**src/rtl/seg_pkg.sv**
```systemverilog
// Shared definitions for the seven-segment controller: glyph table, FSM states
// and the digit-to-glyph lookup.
package seg_pkg;

  typedef enum logic [1:0] {
    ST_IDLE,
    ST_CONV,
    ST_COMMIT
  } state_t;

  localparam logic [7:0] GLYPH_BLANK = 8'h00;
  localparam logic [7:0] GLYPH_DASH  = 8'h02;

  // Segment order {a,b,c,d,e,f,g,dp}, active-high
  localparam logic [7:0] GLYPH_TABLE [16] = '{
    8'hfc, 8'h60, 8'hda, 8'hf2, 8'h66, 8'hb6, 8'hbe, 8'he0,
    8'hfe, 8'hf6, 8'hee, 8'h3e, 8'h9c, 8'h7a, 8'h9e, 8'h8e
  };

  function automatic logic [7:0] digit_to_glyph(input logic [3:0] digit);
    return GLYPH_TABLE[digit];
  endfunction

endpackage

```
**src/rtl/bin2bcd_seq.sv**
```systemverilog
// Iterative double-dabble converter, one input bit per clock. The first
// iteration happens on the start edge so the result is ready NUM_WIDTH-1 edges later.
module bin2bcd_seq #(
  parameter int NUM_WIDTH = 24,
  parameter int DIGITS    = 8
) (
  input  logic                  clk,
  input  logic                  rst,
  input  logic                  start,
  input  logic [NUM_WIDTH-1:0]  value,
  output logic                  busy,
  output logic                  done,
  output logic [DIGITS*4-1:0]   bcd,
  output logic                  ovf
);

  localparam int BCD_W = DIGITS * 4;
  localparam int CNT_W = $clog2(NUM_WIDTH + 1);

  logic [NUM_WIDTH-1:0] shift_q, shift_d;
  logic [BCD_W-1:0]     bcd_q, bcd_d, src_bcd, adj_bcd;
  logic [CNT_W-1:0]     cnt_q, cnt_d;
  logic                 busy_q, busy_d, done_q, done_d, ovf_q, ovf_d;
  logic                 src_bit, launch;

  assign launch  = start && !busy_q;
  assign src_bcd = launch ? '0 : bcd_q;
  assign src_bit = launch ? value[NUM_WIDTH-1] : shift_q[NUM_WIDTH-1];

  generate
    for (genvar gi = 0; gi < DIGITS; gi++) begin : g_adj
      assign adj_bcd[gi*4 +: 4] = (src_bcd[gi*4 +: 4] >= 4'd5) ?
                                  src_bcd[gi*4 +: 4] + 4'd3 : src_bcd[gi*4 +: 4];
    end
  endgenerate

  always_comb begin
    shift_d = shift_q;
    bcd_d   = bcd_q;
    cnt_d   = cnt_q;
    busy_d  = busy_q;
    done_d  = 1'b0;
    ovf_d   = ovf_q;
    if (launch) begin
      shift_d = value << 1;
      bcd_d   = {adj_bcd[BCD_W-2:0], src_bit};
      cnt_d   = CNT_W'(1);
      ovf_d   = 1'b0;
      busy_d  = (NUM_WIDTH > 1);
      done_d  = (NUM_WIDTH == 1);
    end else if (busy_q) begin
      shift_d = shift_q << 1;
      bcd_d   = {adj_bcd[BCD_W-2:0], src_bit};
      cnt_d   = cnt_q + 1'b1;
      // A bit leaving the top digit means the value needs more digits
      ovf_d   = ovf_q | adj_bcd[BCD_W-1];
      if (cnt_q == CNT_W'(NUM_WIDTH - 1)) begin
        busy_d = 1'b0;
        done_d = 1'b1;
      end
    end
  end

  always_ff @(posedge clk or negedge rst) begin
    if (!rst) begin
      shift_q <= '0;
      bcd_q   <= '0;
      cnt_q   <= '0;
      busy_q  <= 1'b0;
      done_q  <= 1'b0;
      ovf_q   <= 1'b0;
    end else begin
      shift_q <= shift_d;
      bcd_q   <= bcd_d;
      cnt_q   <= cnt_d;
      busy_q  <= busy_d;
      done_q  <= done_d;
      ovf_q   <= ovf_d;
    end
  end

  assign busy = busy_q;
  assign done = done_q;
  assign bcd  = bcd_q;
  assign ovf  = ovf_q;

endmodule

```
**src/rtl/seg_display_ctrl.sv**
```systemverilog
// Multi-digit seven-segment controller: load handshake, decimal/hex conversion,
// atomic display commit and time-multiplexed scan onto two segment buses.
module seg_display_ctrl
  import seg_pkg::*;
#(
  parameter int NUM_WIDTH  = 24,
  parameter int DIGITS     = 8,
  parameter int GROUP_SIZE = 4,
  parameter int SCAN_DIV   = 50000
) (
  input  logic                  clk,
  input  logic                  rst,
  input  logic                  load_valid,
  output logic                  load_ready,
  input  logic [NUM_WIDTH-1:0]  num,
  input  logic                  hex_mode,
  input  logic                  blank_lz,
  input  logic                  enable,
  output logic [7:0]            seg_lo,
  output logic [7:0]            seg_hi,
  output logic [DIGITS-1:0]     an,
  output logic                  busy,
  output logic                  done,
  output logic                  overflow
);

  localparam int DISP_W = DIGITS * 4;
  localparam int IDX_W  = $clog2(DIGITS);
  localparam int PRE_W  = $clog2(SCAN_DIV);

  state_t                      state_q;
  logic [NUM_WIDTH-1:0]        num_q;
  logic                        hex_q, ovf_q, done_q, busy_q, ready_q;
  logic [DISP_W-1:0]           disp_q, conv_bcd, hex_val;
  logic [NUM_WIDTH+DISP_W-1:0] num_ext;
  logic                        accept, conv_start, conv_busy, conv_done, conv_ovf, hex_ovf;

  assign accept     = load_valid && ready_q;
  assign conv_start = accept && !hex_mode;
  assign num_ext    = {{DISP_W{1'b0}}, num_q};
  assign hex_val    = num_ext[DISP_W-1:0];
  assign hex_ovf    = (num_ext >> DISP_W) != '0;

  bin2bcd_seq #(
    .NUM_WIDTH (NUM_WIDTH),
    .DIGITS    (DIGITS)
  ) u_bin2bcd (
    .clk   (clk),
    .rst   (rst),
    .start (conv_start),
    .value (num),
    .busy  (conv_busy),
    .done  (conv_done),
    .bcd   (conv_bcd),
    .ovf   (conv_ovf)
  );

  always_ff @(posedge clk or negedge rst) begin
    if (!rst) begin
      state_q <= ST_IDLE;
      num_q   <= '0;
      hex_q   <= 1'b0;
      disp_q  <= '0;
      ovf_q   <= 1'b0;
      done_q  <= 1'b0;
      busy_q  <= 1'b0;
      ready_q <= 1'b1;
    end else begin
      done_q <= 1'b0;
      case (state_q)
        ST_IDLE: if (accept) begin
          num_q   <= num;
          hex_q   <= hex_mode;
          ready_q <= 1'b0;
          busy_q  <= !hex_mode;
          state_q <= hex_mode ? ST_COMMIT : ST_CONV;
        end
        ST_CONV: if (conv_done) begin
          busy_q  <= 1'b0;
          state_q <= ST_COMMIT;
        end
        ST_COMMIT: begin
          disp_q  <= hex_q ? hex_val : conv_bcd;
          ovf_q   <= hex_q ? hex_ovf : conv_ovf;
          done_q  <= 1'b1;
          ready_q <= 1'b1;
          state_q <= ST_IDLE;
        end
        default: state_q <= ST_IDLE;
      endcase
    end
  end

  logic [PRE_W-1:0]  pre_q, pre_d;
  logic [IDX_W-1:0]  idx_q, idx_d;
  logic [DIGITS-1:0] an_q, an_d, upper_zero;
  logic [7:0]        seg_lo_q, seg_lo_d, seg_hi_q, seg_hi_d, glyph;
  logic [3:0]        cur_digit;

  // upper_zero[i]: digit i and everything above it is zero
  generate
    for (genvar gi = 0; gi < DIGITS; gi++) begin : g_lz
      assign upper_zero[gi] = (disp_q[DISP_W-1:gi*4] == '0);
    end
  endgenerate

  always_comb begin
    pre_d = pre_q + 1'b1;
    idx_d = idx_q;
    if (pre_q == PRE_W'(SCAN_DIV - 1)) begin
      pre_d = '0;
      idx_d = (idx_q == IDX_W'(DIGITS - 1)) ? '0 : idx_q + 1'b1;
    end
    cur_digit = disp_q[{idx_q, 2'b00} +: 4];
    if (ovf_q)
      glyph = GLYPH_DASH;
    else if (blank_lz && idx_q != '0 && upper_zero[idx_q])
      glyph = GLYPH_BLANK;
    else
      glyph = digit_to_glyph(cur_digit);
    an_d     = '0;
    seg_lo_d = '0;
    seg_hi_d = '0;
    if (enable) begin
      an_d = DIGITS'(1) << idx_q;
      if (32'(idx_q) < GROUP_SIZE) seg_lo_d = glyph;
      else                         seg_hi_d = glyph;
    end
  end

  always_ff @(posedge clk or negedge rst) begin
    if (!rst) begin
      pre_q    <= '0;
      idx_q    <= '0;
      an_q     <= '0;
      seg_lo_q <= '0;
      seg_hi_q <= '0;
    end else begin
      pre_q    <= pre_d;
      idx_q    <= idx_d;
      an_q     <= an_d;
      seg_lo_q <= seg_lo_d;
      seg_hi_q <= seg_hi_d;
    end
  end

  assign load_ready = ready_q;
  assign busy       = busy_q | conv_busy;
  assign done       = done_q;
  assign overflow   = ovf_q;
  assign an         = an_q;
  assign seg_lo     = seg_lo_q;
  assign seg_hi     = seg_hi_q;

endmodule

```
**config.mk**
```make
export PLATFORM = sky130hd
export DESIGN_NAME = seg_display_ctrl
export DESIGN_NICKNAME = d
export VERILOG_FILES = /design/src/rtl/seg_pkg.sv /design/src/rtl/bin2bcd_seq.sv /design/src/rtl/seg_display_ctrl.sv
export SDC_FILE = /design/constraint.sdc
export NUM_CORES = 1
export LEC_CHECK = 0
export ABC_CLOCK_PERIOD_IN_PS = 2300
export BUFFER_PORTS_ARGS = -buffer_cell sky130_fd_sc_hd__buf_2
export CAP_MARGIN = 20
export CORE_ASPECT_RATIO = 1.2
export CORE_MARGIN = 10
export CORE_UTILIZATION = 55
export DETAILED_ROUTE_END_ITERATION = 10
export HOLD_SLACK_MARGIN = 0.12
export PLACE_DENSITY = 0.77
export SLEW_MARGIN = 15
export SYNTH_ARGS = -nofsm -noshare
export SYNTH_HDL_FRONTEND = slang
export SYNTH_SLANG_ARGS = --single-unit
export TNS_END_PERCENT = 1
```
**constraint.sdc**
```tcl
create_clock -name clk -period 2.3 [get_ports clk]
set_input_delay 0.345 -clock clk [delete_from_list [all_inputs] [get_ports clk]]
set_output_delay 0.345 -clock clk [all_outputs]
set_load 0.02 [all_outputs]
```
# Word-level counts from Yosys, hierarchy flattened
# Memory sizes are Yosys's and may differ from the RTL's.
# Index checks and enable logic that the tools add are counted.
[totals]
register_bits = 170
latchBits = 0
mem_bits_rw = 0
mem_bits_ro = 128
inputBits = 30
out_inout_bits = 28
elab_cells = 127
mem_count = 1
[classes]
add_sub_neg = 11
multipliers = 0
div = 0
n_lt_le_gt_ge = 11
eq_ne = 7
n_shift = 2
mux = 49
bitwise = 3
reduce_logical = 24
[memory_table]
columns = ["name", "words", "width", "read_ports", "rd_clocked_by_memory_dff", "write_ports", "line_no", "source"]
rows = [
  ["(no name shown)", 16, 8, 1, 0, 0, "seg_pkg.sv:21", "return GLYPH_TABLE[digit];"],
]
[op_table]
columns = ["operator", "n"]
rows = [
  ["32-bit two-way mux", 4],
  ["8-bit two-way mux", 9],
  ["24-bit two-way mux", 2],
  ["4-bit by 2-bit adder with 4-bit output (second input constant)", 8],
  ["4-bit by 3-bit greater-or-equal comparator with 1-bit output (second input constant)", 8],
  ["32-bit logical NOT", 1],
  ["4-bit two-way mux", 8],
  ["32-bit by 6-bit variable part select with 4-bit output", 1],
  ["28-bit logical NOT", 1],
  ["24-bit logical NOT", 1],
  ["20-bit logical NOT", 1],
  ["16-bit by 1-bit adder with 16-bit output (second input constant)", 1],
  ["16-bit equality test (second input constant)", 1],
  ["16-bit logical NOT", 1],
  ["16-bit two-way mux", 1],
  ["1-bit two-way mux", 15],
  ["12-bit logical NOT", 1],
  ["5-bit two-way mux", 2],
  ["8-bit logical NOT", 1],
  ["1-bit by 3-bit << shifter with 8-bit output (first input constant)", 1],
  ["2-bit two-way mux", 3],
  ["2-bit AND reduction", 3],
  ["2-bit nonzero test", 3],
  ["5-bit by 1-bit adder with 5-bit output (second input constant)", 1],
  ["22 further kinds", 29],
]

# Longest topological paths before layout
# Gate-level depths: netlist (run 1).
[depth]
depth_word = 9
mapped_depth = 12
depth_no_buf = 10

# Hierarchy
# Synthesis (run 1) repeated with hierarchy kept, for this count alone.
[unflattened]
hier_cells = 829
hier_area_um2 = 8275.4
[modules_own_cells]
columns = ["mod", "n_inst", "cells_each", "area_per_inst_um2", "seq_area_each_um2"]
rows = [
  ["seg_display_ctrl", 1, 479, 4864.7, 2603.7],
  ["bin2bcd_seq", 1, 350, 3410.8, 1576.5],
]

# Worst setup path before layout (run 1)
# No wires, ideal clock.
[synth_timing]
kind = "register to register"
start = "register ready_q, in the netlist load_ready"
end = "register u_bin2bcd.bcd_q[26], in the netlist u_bin2bcd.bcd[26]"
setup_time_ns = 0.134
t_arrival_ns = 2.404
t_required_ns = 2.166
path_slack_ns = -0.238
stages_incl_launch_ff = 12
n_path_buf = 2
synth_period_minus_slack_ns = 2.538
cell_sequence = "dfstp_2 > nand3b_1 > or2_2 > clkbuf_1 > clkbuf_1 > nand2_1 > ha_1 > nand2b_1 > a21oi_1 > mux2_2 > nand2_1 > o21ai_0"
[synth_via]
elab_chain_cells = 8
elab_cells_between_ends = 10
classes_between = "add/sub (1); order compare (1); mux (4); reduce/logical (4)"
[synth_rtl]
columns = ["item", "line_no", "source"]
rows = [
  ["start: declaration", "seg_display_ctrl.sv:33", "logic hex_q, ovf_q, done_q, busy_q, ready_q;"],
  ["start signal: assignment", "seg_display_ctrl.sv:67", "ready_q <= 1'b1;"],
  ["start signal: assignment", "seg_display_ctrl.sv:74", "ready_q <= 1'b0;"],
  ["start signal: assignment", "seg_display_ctrl.sv:86", "ready_q <= 1'b1;"],
  ["1-bit logical AND (*)", "seg_display_ctrl.sv:38", "assign accept = load_valid && ready_q;"],
  ["1-bit logical AND (*)", "seg_display_ctrl.sv:39", "assign conv_start = accept && !hex_mode;"],
  ["1-bit logical AND (*)", "bin2bcd_seq.sv:26", "assign launch = start && !busy_q;"],
  ["32-bit two-way mux", "bin2bcd_seq.sv:27", "assign src_bcd = launch ? '0 : bcd_q;"],
  ["4-bit by 2-bit adder with 4-bit output or 4-bit by 3-bit greater-or-equal comparator with 1-bit output (tied branches)", "bin2bcd_seq.sv:33, bin2bcd_seq.sv:32", ""],
  ["4-bit two-way mux", "bin2bcd_seq.sv:32", "assign adj_bcd[gi*4 +: 4] = (src_bcd[gi*4 +: 4] >= 4'd5) ?"],
  ["32-bit two-way mux", "bin2bcd_seq.sv:51", "end else if (busy_q) begin"],
  ["32-bit two-way mux", "bin2bcd_seq.sv:44", "if (launch) begin"],
  ["end signal: assignment", "bin2bcd_seq.sv:67", "bcd_q <= '0;"],
  ["end signal: assignment", "bin2bcd_seq.sv:74", "bcd_q <= bcd_d;"],
  ["end: declaration", "bin2bcd_seq.sv:21", "logic [BCD_W-1:0] bcd_q, bcd_d, src_bcd, adj_bcd;"],
]
# Mark *: on every way between the ends. The rest lies on a longest branch, timed or not. The select of a mux whose other input is x is not followed.
# A chain may end at the register's enable or synchronous reset.

# Worst setup path after layout (run 1)
# Same ends and word-level chain as after synthesis.

==> summary.txt, run 1 <==
Global routing
  • Total GRT Usage: 17.0%
  • Overflow after GRT: 0
  • Vias in the first global route: 5,979
  • Initial antenna violation count: 0
  • Maximum number of pins on one net before global-route repair: 69
  • First-pass GRT wire length: 29.1 mm

Worst setup path
  • Slowest CP cell: dfstp_2
  • CP Launch Type: register
  • Worst path cell trace: nand3b_1 -> or2_4 -> and2_4 -> ha_4 -> nand2b_4 -> a21oi_4 -> mux2_4 -> nand2_1 -> o21ai_1
  • CP arrival: 2550 ps
  • Worst Path Max Fanout: 6
  • Worst path buffer plus inverter count: 0
  • CP max stage delay: 540 ps
  • CP required: 2590 ps
  • Worst path top cell family by delay: simple AND/OR/NAND/NOR gates
  • Worst Path Class, Setup: register to register
  • CP endpoint kind: register

Timing
  • Min Tclk post-route: 2260 ps
  • Hold_ws: 160 ps
  • Crit share post-route: 98.0%
  • Clock skew: 12.3 ps
  • Fmax: 443 MHz
  • Final hold violations: 0
  • Slew Viols, Final: 0
  • RSZ-0062 raised after global routing: yes
  • Final setup viols: 0
  • Least-Margin Pin Slew: 808 ps
  • Max-slew headroom: 46.1%

Cells and area
  • Ratio of cells with drive above 1 in the final layout: 21.7%
  • Most common cell after layout, fill and taps aside: dfrtp_1
  • Most frequent cells in the layout: 163 x dfrtp_1, 149 x nand2_1, 94 x o21ai_0, 65 x mux2i_1, 54 x buf_2
  • Area grow syn2layout: 18.1%
  • Layout Nets: 940
  • Antenna cells: 0
  • Final Instance Area: 0.00982 mm²

Die
  • Die ar.: 0.0205 mm²
  • Initial core utilization: 55.8%
  • Die W: 132 µm
  • Die height: 155 µm
  • Core ar.: 0.0149 mm²
  • Ports: 58
  • Row cnt: 49

Synth
  • FFs w/ async S/R, synth: 100%
  • Largest area contributor in the synthesized netlist: dfrtp_1
  • Cell area after synthesis: 0.00832 mm²
  • Post-synth EDFFs: 0
  • Cells after synthesis: 812
  • Avg Inst Size Synth: 10.2 µm²
  • Top post-synthesis cells by area: dfrtp_1 50%, mux2i_1 7.9%, nand2_1 6.9%, o21ai_0 5.8%, ha_1 4.5%
  • Synth warn: 0
  • Sequential share of the synthesized area: 50.3%
  • #FFs+latches synth: 167
  • Post-synth cell types: 52
  • Synth top area share: 50.0%
  • Top FF cell, synth: dfrtp_1

Placement
  • IO buf count: 55
  • Post-DP HPWL: 11.5 mm
  • DP Area: 0.00903 mm²
  • GP Congestion: 0.806

Power and ir drop
  • Total Power: 0.0128 W
  • PwrDens: 1300 mW/mm²
  • Max VDD drop: 835 µV
  • Leakage: 4.81 nW

Drt
  • Iteration-0 DRC Markers: 367
  • Via total after detailed routing: 6,040
  • Number of remaining DRC errors: 0
  • Post-route antenna net violation count: 0
  • Final WL: 17.5 mm
  • Drt wl/cell: 15.9 µm
  • Via density: 5.51
  • DR pass1 iterations: 7

Clock tree
  • Max Root-Sink Buffers: 2
  • H-tree lvl count: 4
  • Worst skew pair latency: 430 ps
  • Clock-pin slew on the worst setup and hold paths: 60 ps
  • CTS tree: built
  • Total CTS buffers: 17
  • Clock Sinks: 167
  • Root Buffer: clkbuf_16

Flow run
  • Max Cap Viol: 0

Status
  • Outcome: finished, final reports clean

Hold path
  • Worst Hold Class: input pin to register
## metrics by stage
stage / util (%) / setup TNS (ps) / setup slack [ps] / instances
after floorplan: - / -157 / -40.6 / 813
after global placement: 60.6 / 0 / 27.4 / 1060
final: 65.9 / 0 / 44.9 / 1096
after global routing: 65.9 / -332 / -47.6 / 1096
after CTS: 64.9 / 0 / 5.98 / 1092
after detailed placement: 60.6 / -119 / -41.8 / 1060
## report_power, final
group	leakage (nW)	internal (W)	switching, W
clock network	0.304	0.00187	0.00111
logic	2.36	0.00233	0.00253
registers	2.15	0.00397	0.000973
## flip-flops by register name, indices dropped and copies added (netlist names), 2 cells and up
register and cells:
num_q 24, an 8, u_bin2bcd.bcd 32, u_bin2bcd.cnt_q 5
seg_hi 7, pre_q 16, seg_lo 7, state_q 2
u_bin2bcd.shift_q 23, idx_q 3, disp_q 32
## worst reg2reg max path, cell delays in order (launching register included)
cell and delay (ps):
dfstp_2 540, nand3b_1 150, or2_4 320, and2_4 200, ha_4 150, nand2b_4 150, a21oi_4 170, mux2_4 310
nand2_1 60, o21ai_1 70
## synth_stat cells, types with 4 or more instances
cell type,number
xor2_1,11
buf_1,4
nor4_1,7
a21oi_1,27
ha_1,30
mux4_2,5
nor2_1,33
clkbuf_1,30
and3_1,6
mux2i_1,66
nor2b_1,12
nor3b_1,8
o21ai_0,97
xnor2_1,14
buf_2,4
dfrtp_1,166
inv_1,21
nand3_1,13
nor3_1,9
mux2_2,28
nand2b_1,17
and2_1,7
nand2_1,152
## final cells by class
cell class / count / area [µm²]
Clock buffer: 24 / 512
Tap cell: 204 / 255
Clock inverter: 7 / 115
Timing Repair Buffer: 89 / 606
Inverter: 23 / 86.3
Fill cell: 1124 / 5070
Multi-Input combinational cell: 582 / 4060
Sequential cell: 167 / 4190
## routing by layer
metal	vias up	global-route usage [%]	share of wire, %
met5	-	0	0
met4	0	4.51	1.5
met2	116	28.4	49
met3	28	4.93	4.5
met1	2980	21.3	45
li1	2916	-	-
## final timing paths
kind	cells past startpoint	endpoint	slack, ps	startpoint
setup / recovery	9	u_bin2bcd.bcd[26]	40	load_ready
hold reg to reg	2	u_bin2bcd.shift_q[6]	480	u_bin2bcd.shift_q[5]
hold / removal	2	num_q[1]	160	num[1]
min in group asynchronous	2	pre_q[5]	440	rst
setup reg to reg	9	u_bin2bcd.bcd[26]	40	load_ready
max in group asynchronous	3	load_ready	1170	rst
## logic make-up after synthesis
group | Yosys count | share of synthesized area, %
AO/OA/AOI/OAI | 142 | 9.19
XOR/XNOR | 25 | 2.63
adder cells (fa/ha/maj) | 30 | 4.51
buffers and inverters | 65 | 3.22
flip-flops | 167 | 50.3
multiplexers | 105 | 14.9
other | 1 | 0.0451
AND/OR/NAND/NOR | 277 | 15.3
## what timing repair did
item / in CTS / in global routing
hold buffers: 1 / 0
gates resized for setup: 2 / 36
pin swaps: 0 / 9
gates cloned: 0 / 1
buffers inserted: 0 / 3
endpoints found under the setup margin: 6 / 28
endpoints found under the hold margin: 51 / 0
(Power assumes the default switching activity.)
==> run 2: changes to the inputs <==
Settings changed: GPL_TIMING_DRIVEN set to 0, TNS_END_PERCENT 1 to unset.
==> run 2 against run 1 <==
- critical path depth did not move
- register-to-register slack is essentially flat
- maximum frequency increased by 0.46%
- routed wire length is 11% higher
- sequential power about the same
- flip-flop and latch count did not move
- global-route usage is 2.2 points higher
- worst hold slack got worse by 5.2 ps
- clock-buffer cell count is 3 lower
- critical path type unchanged
- sequential share of layout area is 0.37 points lower
- largest cell class unchanged
- first-iteration DRC count up 11%
- worst setup slack better by 10 ps
==> summary.txt, run 2 (synthesized netlist as in run 1, its figures left out) <==
Status
  • Outcome: finished, final reports clean

Drt
  • Via density: 5.57 (+1.1%)
  • Final WL: 19.4 mm (+11%)
  • Drt wl/cell: 17.3 µm (+8.7%)
  • Number of remaining DRC errors: 0 (unchanged)
  • Iteration-0 DRC Markers: 406 (+11%)
  • Post-route antenna net violation count: 0 (unchanged)
  • DR pass1 iterations: 4 (-3)
  • Via total after detailed routing: 6,249 (+3.5%)

Worst setup path
  • Worst path cell trace: nand3b_1 -> or2_4 -> and2_4 -> ha_1 -> nand2b_4 -> a21oi_4 -> mux2_4 -> nand2_1 -> o21ai_1
  • CP max stage delay: 540 ps (about the same)
  • CP endpoint kind: register
  • Worst Path Max Fanout: 8 (+2)
  • Worst Path Class, Setup: register to register
  • CP required: 2600 ps (about the same)
  • RR Startpoint: load_ready
  • R2R Setup Slk: 60 ps (about the same)
  • Slowest CP cell: dfstp_2
  • CP Launch Type: register
  • RR Endpoint: u_bin2bcd.bcd[6]
  • CP arrival: 2540 ps (about the same)
  • Worst r2r path cells: 9 (unchanged)

Cells and area
  • Layout Nets: 965 (+2.7%)
  • Multi-input gate area: 0.00408 mm² (+0.40%)
  • Most common cell after layout, fill and taps aside: dfrtp_1
  • Utilization after layout: 66.4% (+0.51 points)
  • Ratio of cells with drive above 1 in the final layout: 21.0% (-0.72 points)
  • Area grow syn2layout: 19.0%
  • Most frequent cells in the layout: 164 x dfrtp_1, 149 x nand2_1, 94 x o21ai_0, 65 x mux2i_1, 54 x buf_2
  • Fillcell total: 1,149 (+2.2%)
  • Antenna cells: 0 (unchanged)
  • Post-route insts no fill: 1,122 (+2.4%)
  • Register Area: 0.00418 mm² (about the same)

Clock tree
  • Clock-pin slew on the worst setup and hold paths: 60 ps (about the same)
  • Root Buffer: clkbuf_16
  • H-tree lvl count: 4 (unchanged)
  • Max Root-Sink Buffers: 2 (unchanged)
  • CTS tree: built
  • Total CTS buffers: 17 (unchanged)
  • Clock Sinks: 167 (unchanged)
  • Worst skew pair latency: 430 ps (about the same)

Global routing
  • First-pass GRT wire length: 32.0 mm (+9.9%)
  • Overflow after GRT: 0 (unchanged)
  • Maximum number of pins on one net before global-route repair: 97 (+41%)
  • Vias in the first global route: 6,375 (+6.6%)
  • Initial antenna violation count: 0 (unchanged)
  • Total GRT Usage: 19.3% (+2.2 points)

Die
  • Row cnt: 49 (unchanged)
  • Ports: 58 (unchanged)
  • Die W: 132 µm (unchanged)
  • Core ar.: 0.0149 mm² (unchanged)
  • Die ar.: 0.0205 mm² (unchanged)
  • Die height: 155 µm (unchanged)
  • Initial core utilization: 55.8% (unchanged)

Timing
  • Clock skew: 10.2 ps (-2.09 ps)
  • Crit share post-route: 97.6% (-0.45 points)
  • Slew Viols, Final: 0 (unchanged)
  • Sum Neg Setup Slack: 0 ps (unchanged)
  • Least-Margin Pin Slew: 840 ps (+31.4 ps)
  • Max-slew headroom: 44.0% (-2.1 points)
  • Fmax: 445 MHz (+0.46%)
  • Final setup viols: 0 (unchanged)
  • Hold_ws: 155 ps (-5.19 ps)
  • Final hold violations: 0 (unchanged)
  • Min Tclk post-route: 2240 ps (-10.3 ps)

Power and ir drop
  • Max VDD drop: 822 µV (-1.6%)
  • Leakage: 4.83 nW (+0.43%)
  • PwrDens: 1310 mW/mm² (+0.56%)

Hold path
  • Hold path cells: 2 (unchanged)
  • Worst Hold Class: input pin to register
  • Hold Crit Start: num[22]
  • Endpoint of the worst hold path: num_q[22]

Flow run
  • Max Cap Viol: 0 (unchanged)

Placement
  • IO buf count: 55 (unchanged)
  • GP Congestion: 0.827 (+2.7%)
  • Placed insts: 1,073 (+1.2%)
  • Post-DP HPWL: 13.4 mm (+16%)
-- run 2: worst max-delay path, delay by kind of cell, from the launching register on --
kind	cells	cell delay, ps
simple gates	5	840
flops	1	540
mux	1	310
compound gates	2	230
fa+ha+maj	1	190
-- run 2: worst max-delay path by stage --
stage / to / depth (start not counted) / start / slack [ps]
after floorplan: u_bin2bcd.bcd[26] / 11 / load_ready / -40
after global placement: u_bin2bcd.shift_q[5] / 1 / rst / -1620
after detailed placement: seg_lo[7] / 9 / idx_q[0] / -370
after CTS: u_bin2bcd.bcd[18] / 11 / load_ready / 8
after global routing: u_bin2bcd.bcd[6] / 9 / load_ready / -10
final: u_bin2bcd.bcd[6] / 9 / load_ready / 60
-- run 2: through the flow --
| step | setup WS (ps) | instance area, µm² | total power [W] |
|---|---|---|---|
| 6_report | 55.2 | 9900 | 0.0130 |
| 5_1_grt | -14.8 | 9900 | 0.0138 |
| 4_1_cts | 7.59 | 9750 | 0.0127 |
| 3_5_place_dp | -366 | 8980 | 0.00956 |
| 3_3_place_gp | -1620 | 8950 | 0.00934 |
| 2_1_floorplan | -40.6 | 8420 | 0.00823 |
-- run 2: area by class of cell --
cell class / instances / share of cell area [%]
Sequential cell: 167 / 42.3
Multi-Input combinational cell: 581 / 41.2
Clock buffer: 21 / 4.75
Timing Repair Buffer: 75 / 4.66
Tap cell: 204 / 2.58
Buffer: 40 / 2.21
Clock inverter: 11 / 1.47
Inverter: 23 / 0.872
-- run 2: what timing repair did --
action,4_1_cts,5_1_grt
hold endpoints to repair,70,0
buffers inserted,15,3
pin swaps,2,11
gates resized for setup,10,44
endpoints found under the setup margin,49,66
hold buffers,1,0
-- run 2: metal layers --
metal	vias up	wire length, µm	track usage [%]
met5	-	0	0
met4	0	415	7.71
met3	35	984	5.06
met2	152	9630	32.4
met1	3087	8390	23.1
li1	2975	-	-
-- run 2: power breakdown --
| group | leakage (nW) | switching, W | internal (W) |
|---|---|---|---|
| Sequential | 2.15 | 0.000982 | 0.00397 |
| Clock | 0.295 | 0.00117 | 0.00179 |
| Combinational | 2.39 | 0.00271 | 0.00233 |
| Total | 4.83 | 0.00486 | 0.00809 |
